===== src/rtl/rggen_apb_arbiter_pkg.sv =====
// rtl/rggen_apb_arbiter_pkg.sv - shared types and helpers for the APB arbiter
package rggen_apb_arbiter_pkg;

    typedef enum logic [1:0] {
        IDLE   = 2'd0,
        SETUP  = 2'd1,
        ACCESS = 2'd2
    } rggen_apb_arbiter_state_e;

    // Index/counter width that never collapses to zero bits.
    function automatic int clog2_min1(input int value);
        return (value <= 2) ? 1 : $clog2(value);
    endfunction

endpackage


===== src/rtl/rggen_round_robin_arbiter.sv =====
// rtl/rggen_round_robin_arbiter.sv - rotate-priority arbiter with last-grant pointer
module rggen_round_robin_arbiter
    import rggen_apb_arbiter_pkg::*;
#(
    parameter int REQUESTERS = 2,
    localparam int INDEX_WIDTH = clog2_min1(REQUESTERS)
) (
    input  logic                   i_clk,
    input  logic                   i_rst,
    input  logic [REQUESTERS-1:0]  i_request,
    input  logic                   i_update,
    output logic [REQUESTERS-1:0]  o_grant,
    output logic [INDEX_WIDTH-1:0] o_grant_index
);

    if (REQUESTERS == 1) begin : g_single
        logic unused_inputs;
        assign unused_inputs = ^{i_clk, i_rst, i_update};
        assign o_grant       = i_request;
        assign o_grant_index = '0;
    end else begin : g_multi
        logic [INDEX_WIDTH-1:0] last_grant_q;
        logic [INDEX_WIDTH-1:0] last_grant_d;

        // Search starts just after the last winner so it has lowest priority.
        always_comb begin
            logic [INDEX_WIDTH-1:0] idx;
            logic                   found;
            idx           = '0;
            found         = 1'b0;
            o_grant       = '0;
            o_grant_index = '0;
            for (int i = 1; i <= REQUESTERS; i++) begin
                idx = INDEX_WIDTH'((int'(last_grant_q) + i) % REQUESTERS);
                if (!found && i_request[idx]) begin
                    found          = 1'b1;
                    o_grant[idx]   = 1'b1;
                    o_grant_index  = idx;
                end
            end
        end

        // Pointer moves only when the grant is actually taken.
        always_comb begin
            last_grant_d = i_update ? o_grant_index : last_grant_q;
        end

        // Pointer register; resets so requester 0 wins first.
        always_ff @(posedge i_clk or posedge i_rst) begin
            if (i_rst) begin
                last_grant_q <= INDEX_WIDTH'(REQUESTERS - 1);
            end else begin
                last_grant_q <= last_grant_d;
            end
        end
    end

endmodule


===== src/rtl/rggen_apb_arbiter.sv =====
// rtl/rggen_apb_arbiter.sv - round-robin sharing of one APB slave port with watchdog
module rggen_apb_arbiter
    import rggen_apb_arbiter_pkg::*;
#(
    parameter int ADDRESS_WIDTH  = 8,
    parameter int BUS_WIDTH      = 32,
    parameter int REQUESTERS     = 2,
    parameter int TIMEOUT_CYCLES = 16
) (
    input  logic                     i_clk,
    input  logic                     i_rst,
    input  logic [REQUESTERS-1:0]    i_req_valid,
    input  logic [REQUESTERS-1:0]    i_req_write,
    input  logic [ADDRESS_WIDTH-1:0] i_req_address    [REQUESTERS],
    input  logic [BUS_WIDTH-1:0]     i_req_write_data [REQUESTERS],
    input  logic [BUS_WIDTH/8-1:0]   i_req_strobe     [REQUESTERS],
    output logic [REQUESTERS-1:0]    o_req_done,
    output logic [BUS_WIDTH-1:0]     o_req_read_data,
    output logic                     o_req_error,
    output logic                     o_psel,
    output logic                     o_penable,
    output logic                     o_pwrite,
    output logic [ADDRESS_WIDTH-1:0] o_paddr,
    output logic [BUS_WIDTH-1:0]     o_pwdata,
    output logic [BUS_WIDTH/8-1:0]   o_pstrb,
    input  logic                     i_pready,
    input  logic                     i_pslverr,
    input  logic [BUS_WIDTH-1:0]     i_prdata
);

    localparam int INDEX_WIDTH  = clog2_min1(REQUESTERS);
    localparam int STROBE_WIDTH = BUS_WIDTH / 8;
    localparam int COUNT_WIDTH  = clog2_min1(TIMEOUT_CYCLES + 1);
    localparam logic [COUNT_WIDTH-1:0] COUNT_LAST =
        COUNT_WIDTH'((TIMEOUT_CYCLES > 0) ? (TIMEOUT_CYCLES - 1) : 0);

    rggen_apb_arbiter_state_e state_q, state_d;
    logic [INDEX_WIDTH-1:0]   grant_index_q, grant_index_d;
    logic                     write_q, write_d;
    logic [ADDRESS_WIDTH-1:0] address_q, address_d;
    logic [BUS_WIDTH-1:0]     write_data_q, write_data_d;
    logic [STROBE_WIDTH-1:0]  strobe_q, strobe_d;
    logic [COUNT_WIDTH-1:0]   count_q, count_d;
    logic [REQUESTERS-1:0]    done_q, done_d;
    logic [BUS_WIDTH-1:0]     read_data_q, read_data_d;
    logic                     error_q, error_d;

    logic [REQUESTERS-1:0]    grant;
    logic [INDEX_WIDTH-1:0]   grant_index;
    logic                     grant_update;
    logic                     timeout_hit;

    assign grant_update = (state_q == IDLE) && (|i_req_valid);
    assign timeout_hit  = (TIMEOUT_CYCLES != 0) && (count_q == COUNT_LAST);

    rggen_round_robin_arbiter #(
        .REQUESTERS (REQUESTERS)
    ) u_arbiter (
        .i_clk         (i_clk),
        .i_rst         (i_rst),
        .i_request     (i_req_valid),
        .i_update      (grant_update),
        .o_grant       (grant),
        .o_grant_index (grant_index)
    );

    // Transfer sequencing: capture winner in IDLE, then SETUP, then ACCESS until ready or abort.
    always_comb begin
        state_d       = state_q;
        grant_index_d = grant_index_q;
        write_d       = write_q;
        address_d     = address_q;
        write_data_d  = write_data_q;
        strobe_d      = strobe_q;
        count_d       = count_q;
        done_d        = '0;
        read_data_d   = '0;
        error_d       = 1'b0;
        case (state_q)
            IDLE: begin
                if (|i_req_valid) begin
                    grant_index_d = grant_index;
                    for (int i = 0; i < REQUESTERS; i++) begin
                        if (grant[i]) begin
                            write_d      = i_req_write[i];
                            address_d    = i_req_address[i];
                            write_data_d = i_req_write_data[i];
                            strobe_d     = i_req_strobe[i];
                        end
                    end
                    state_d = SETUP;
                end
            end
            SETUP: begin
                count_d = '0;
                state_d = ACCESS;
            end
            ACCESS: begin
                if (i_pready) begin
                    done_d[grant_index_q] = 1'b1;
                    read_data_d           = write_q ? '0 : i_prdata;
                    error_d               = i_pslverr;
                    state_d               = IDLE;
                end else if (timeout_hit) begin
                    done_d[grant_index_q] = 1'b1;
                    error_d               = 1'b1;
                    state_d               = IDLE;
                end else begin
                    count_d = count_q + 1'b1;
                end
            end
            default: begin
                state_d = IDLE;
            end
        endcase
    end

    // All state, payload and response registers; async reset drops psel/penable at once.
    always_ff @(posedge i_clk or posedge i_rst) begin
        if (i_rst) begin
            state_q       <= IDLE;
            grant_index_q <= '0;
            write_q       <= 1'b0;
            address_q     <= '0;
            write_data_q  <= '0;
            strobe_q      <= '0;
            count_q       <= '0;
            done_q        <= '0;
            read_data_q   <= '0;
            error_q       <= 1'b0;
        end else begin
            state_q       <= state_d;
            grant_index_q <= grant_index_d;
            write_q       <= write_d;
            address_q     <= address_d;
            write_data_q  <= write_data_d;
            strobe_q      <= strobe_d;
            count_q       <= count_d;
            done_q        <= done_d;
            read_data_q   <= read_data_d;
            error_q       <= error_d;
        end
    end

    assign o_psel          = (state_q != IDLE);
    assign o_penable       = (state_q == ACCESS);
    assign o_pwrite        = write_q;
    assign o_paddr         = address_q;
    assign o_pwdata        = write_data_q;
    assign o_pstrb         = strobe_q;
    assign o_req_done      = done_q;
    assign o_req_read_data = read_data_q;
    assign o_req_error     = error_q;

endmodule


===== config.mk =====
export PLATFORM = sky130hd
export DESIGN_NAME = rggen_apb_arbiter
export DESIGN_NICKNAME = d
export VERILOG_FILES = /design/src/rtl/rggen_apb_arbiter_pkg.sv /design/src/rtl/rggen_round_robin_arbiter.sv /design/src/rtl/rggen_apb_arbiter.sv
export SDC_FILE = /design/constraint.sdc
export NUM_CORES = 1
export LEC_CHECK = 0
export ABC_AREA = 1
export CAP_MARGIN = 40
export CORE_MARGIN = 2
export CORE_UTILIZATION = 40
export DETAILED_ROUTE_END_ITERATION = 16
export PLACE_DENSITY = 0.86
export SLEW_MARGIN = 20
export SYNTH_ARGS = -nofsm -noshare
export SYNTH_HDL_FRONTEND = slang
export SYNTH_SLANG_ARGS = --single-unit

===== constraint.sdc =====
create_clock -name i_clk -period 3.1 [get_ports i_clk]
set_input_delay 0.31 -clock i_clk [delete_from_list [all_inputs] [get_ports i_clk]]
set_output_delay 0.31 -clock i_clk [all_outputs]
set_load 0.005 [all_outputs]

# == Yosys cells after proc, flatten, opt, wreduce, memory -nomap -nowiden ==
# Index checks and enable logic that the tools add are counted.
# totals
inputBits,128
out_inout_bits,82
reg_bits,89
word_cells,82
# classes
muxes,39
reduce_logical,15
magnitude_cmp,6
n_eq_ne,7
n_bitwise,1
add_sub_neg,3
# op_table
cell,count
$mux W32,5
$mux W2,8
$mux W8,2
$mux W1,15
$mux W5,2
$pmux W5 S2,1
$mux W4,2
$lt A1 B2 Y1 const B,3
$pmux W2 S3,1
$reduce_and A3 Y1,2
$reduce_bool A2 Y1,3
$add A5 B1 Y5 const B,1
$eq A5 B4 Y1 const B,1
$logic_and A1 B1 Y1,5
$ne A2 B2 Y1 const B,2
$reduce_and A2 Y1,2
$demux W1 S1,3
$ge A1 B1 Y1 const B,3
$ne A3 B1 Y1 const B,1
$add A1 B1 Y1 const B,2
$eq A2 B1 Y1 const B,1
$eq A2 B2 Y1 const B,1
$logic_not A2 Y1,1
$ne A2 B1 Y1 const B,1
3 further kinds,3

# == Depth between registers and ports, before layout ==
# depth
depth_word,10
mapped_depth,10
depth_no_buf,10

# == Hierarchy ==
# From an unflattened synthesis, not the netlist that was laid out.
# unflattened
hier_cells,426
area_unflattened_um2,4167.7
# by_module_without_submodules
module,area_each_um2,n_inst,cells_per_inst,seq_area_each_um2
rggen_apb_arbiter,4093.9,1,415,2202.1
rggen_round_robin_arbiter,73.8,1,11,26.3

# == Least setup slack after synthesis ==
# No wires, ideal clock.
# synth_timing
path_kind,register to register
start,reg count_q[0]
end,reg count_q[0]
setup_ps,128
period_less_slack_ps,1529
setup_slack_ps,1571
t_required_ps,2972
arrival_ps,1401
n_path_buf,0
stages_incl_launch_ff,11
path_cell_list,dfrtp_1 ha_1 nand2_1 nor2_1 ha_1 nand2_1 nand2_1 nor2_1 inv_1 nand2_1 o21ai_0
# synth_between
elab_chain_cells,4
word_cells_on_any_way,7
cone_classes,1 x add/sub; 2 x eq/ne; 3 x mux; 1 x reduce/logical
# synth_lines
element,line_no,source
"start, declared",rggen_apb_arbiter.sv:43,"logic [COUNT_WIDTH-1:0] count_q, count_d;"
"start signal, assigned",rggen_apb_arbiter.sv:138,count_q <= count_d;
$add A5 B1 Y5,rggen_apb_arbiter.sv:109,count_d = count_q + 1'b1;
$mux W5,rggen_apb_arbiter.sv:104,end else if (timeout_hit) begin
$mux W5,rggen_apb_arbiter.sv:99,if (i_pready) begin
$pmux W5 S2,rggen_apb_arbiter.sv:79,case (state_q)
# Parallel ways exist; a longest one is shown, timed or not. The select of a mux whose other input is x is not followed.
# A chain may end at the register's enable or synchronous reset.

# == Worst setup path after layout ==
# layout_timing
start,reg state_q[0]
end,out o_penable
# layout_between
elab_chain_cells,1
# layout_lines
element,line_no,source
"start, declared",rggen_apb_arbiter.sv:37,"rggen_apb_arbiter_state_e state_q, state_d;"
"start signal, assigned",rggen_apb_arbiter.sv:132,state_q <= state_d;
$eq A2 B2 Y1,rggen_apb_arbiter.sv:146,assign o_penable = (state_q == ACCESS);
"end, declared",rggen_apb_arbiter.sv:21,"output logic o_penable,"
# No other way between the ends.

==> run_results.csv <==
group,metric,value,unit
run_status,outcome,"complete, no violations",
clocking,cts_root_buffer,"clkbuf_8",
power,power.density,702,nW/µm²
timing,slew_headroom,0.494,
die,row_count,36,
placement,dp_cells,787,
clocking,cts_made_buffers,9,
timing,worstMarginPinSlew,0.759,ns
synth,synth_cells,463,
synth,synthesis.area,3970,µm²
placement,dp_hpwl,8130,µm
global_routing,track_usage,0.207,
global_routing,antenna_found_initial,0,
finish,nets,800,
drt,vias,3649,
global_routing,grt-busiest-layer,"met2",
placement,port_buffers,209,
min_path,hold_path_class,"in -> async",
timing,setup_viol_count_final,0,
timing,report.final.slew_viol_count,0,
timing,holdWs,0.144,ns
drt,wl_per_cell,13.4,µm
clocking,path_clk_slew,0.09,ns
synth,syn-num-nets,597,
setup_path,crit_fanout,8,
setup_path,critical_path_class,"reg -> out",
drt,detail-route-antenna-nets,0,
finish,antenna_cells,0,
die,io_pins,210,
drt,routed_wl,10800,µm
power,total_power,0.00447,W
clocking,post-cts-setup-buffers,0,
timing,fin_setup_tns,0,ns
timing,period_needed,2.08,ns
setup_path,cp_slowest_stage_delay,0.57,ns
drt,vias_per_cell,4.54,
timing,finalCritPeriodShare,0.670,
clocking,clk_latency,0.35,ns
global_routing,gr-usage-met1,0.240,
die,design.die.area,10700,µm²
global_routing,grt_start_max_net_pins,68,
finish,drive_gt1_frac,0.0537,
clocking,h-tree-depth,3,
die,die_w,104,µm
die,coreArea,9680,µm²
synth,synth.distinct_cells,22,
global_routing,grt-ovfl-total,0,
finish,syn_to_final_growth,60.3,%
timing,maxClockFrequency,0.481,GHz
die,start_util,0.410,
finish,stdcell_count,803,
setup_path,cp.required,2.79,ns
power,p_leak,3.22,nW
flow_run,max_cap_viol_count,0,
drt,first_iter_violations,159,
clocking,cts_buffer_depth,2,
synth,yosysWarnings,0,
clocking,cts-hold-fix-buffers,0,
timing,final.setup_skew,0.0129,ns
timing,hold_viol_final,0,
timing,rsz0062_at_grt,"no",
setup_path,critPathSlowestCell,"clkdlybuf4s50_1",
synth,avgSynthCellArea,8.58,µm²
global_routing,grt_use_met3,0.0327,
placement,gp_congestion,0.815,
drt,drc,0,
setup_path,path_cells,"inv_1 > ha_1 > clkdlybuf4s50_1",
clocking,cts_tree,"done",
power,ir_worst_vdd,0.608,mV
finish,final_common_cell,"clkdlybuf4s50_1",
clocking,clock-sinks,89,
clocking,cts_resized,0,
setup_path,end_kind,"primary output",
global_routing,grtUsageMet2,0.377,
global_routing,grt_pass1_vias,3740,
synth,yosysSeqAreaShare,0.561,
die,die_h,104,µm
setup_path,cp-start-kind,"flip-flop",
synth,synth-seq-cells,89,
global_routing,grt_first_pass_wirelength,18000,µm
finish,most-common-layout-cells,"clkdlybuf4s50_1 (209), nand2_1 (150), inv_1 (90), dfrtp_1 (88), o211ai_1 (45)",
setup_path,critPathArrivalTime,1.77,ns
drt,dr.pass1.iters,4,
==> per-stage QoR <==
step           worst slack (ns)   util  instance area (µm²)
2_1_floorplan             0.485      -                 3970
3_3_place_gp               1.09  0.635                 6150
3_5_place_dp               1.06  0.636                 6160
4_1_cts                   0.994  0.655                 6350
5_1_grt                   0.922  0.657                 6370
6_report                   1.02  0.657                 6370
==> registers in the layout, indices dropped and copies added (netlist names) <==
signal	count
count_q	5
grant_index_q	1
o_paddr	8
o_pstrb	4
o_pwdata	32
o_pwrite	1
o_req_done	2
o_req_error	1
o_req_read_data	32
state_q	2
u_arbiter.g_multi.last_grant_q	1
==> metal layers <==
metal,vias up,part of all wire
met5,-,0
met4,0,0.021
met3,18,0.053
met2,138,0.53
met1,1682,0.40
li1,1811,-
==> synthesized netlist by cell type, drive strengths merged <==
master	count	area [µm²]
buf	16	118
o22ai	1	6.26
dfrtp	88	2200
inv	92	345
nor2	39	171
dfstp	1	26.3
nand4	2	12.5
o21ai	4	20.0
a21oi	3	18.8
or2	2	12.5
nand3	6	30.0
o211ai	45	338
clkbuf	6	22.5
ha	6	75.1
nand2	152	573
==> logic make-up (layout without fill, tap and decap cells) <==
kind of cell    Yosys count  after routing  share of synthesized area
buf+inv                 114            321                      0.122
fa+ha+maj                 6              6                     0.0189
simple gates            201            201                      0.201
compound gates           53             53                     0.0964
flops                    89             89                      0.561
==> cell type report <==
type | instances | area (µm²)
Timing Repair Buffer | 214 | 2170
Fill cell | 755 | 3320
Sequential cell | 89 | 2230
Clock inverter | 5 | 56.3
Tap cell | 133 | 166
Inverter | 92 | 347
Clock buffer | 10 | 128
Multi-Input combinational cell | 260 | 1270
==> critical path: cells and delay by family (launching register included) <==
| family | cells | cell delay, ns |
|---|---|---|
| buffers and inverters | 2 | 0.69 |
| flip-flops | 1 | 0.39 |
| adder cells (fa/ha/maj) | 1 | 0.35 |
==> path summary, 6_finish.rpt <==
path,from,end,slack (ns),cells after the start
worst max-delay path,state_q[0],o_penable,1.02,3
worst min-delay path,i_rst,o_req_read_data[28],0.14,2
worst max register to register,count_q[0],count_q[0],1.23,10
worst min register to register,grant_index_q,o_req_done[0],0.43,1
max in group asynchronous,i_rst,u_arbiter.g_multi.last_grant_q,2.18,4
min in group i_clk,grant_index_q,o_req_done[0],0.43,1
==> power by group <==
part | leakage, nW | total (W) | switching [W] | internal [W]
clock | 0.0925 | 0.000774 | 0.000404 | 0.000369
combinational | 1.98 | 0.00196 | 0.000909 | 0.00105
sequential | 1.15 | 0.00174 | 0.000193 | 0.00155
total | 3.22 | 0.00447 | 0.00151 | 0.00297
No activity file was read; power rests on OpenSTA's default activity.
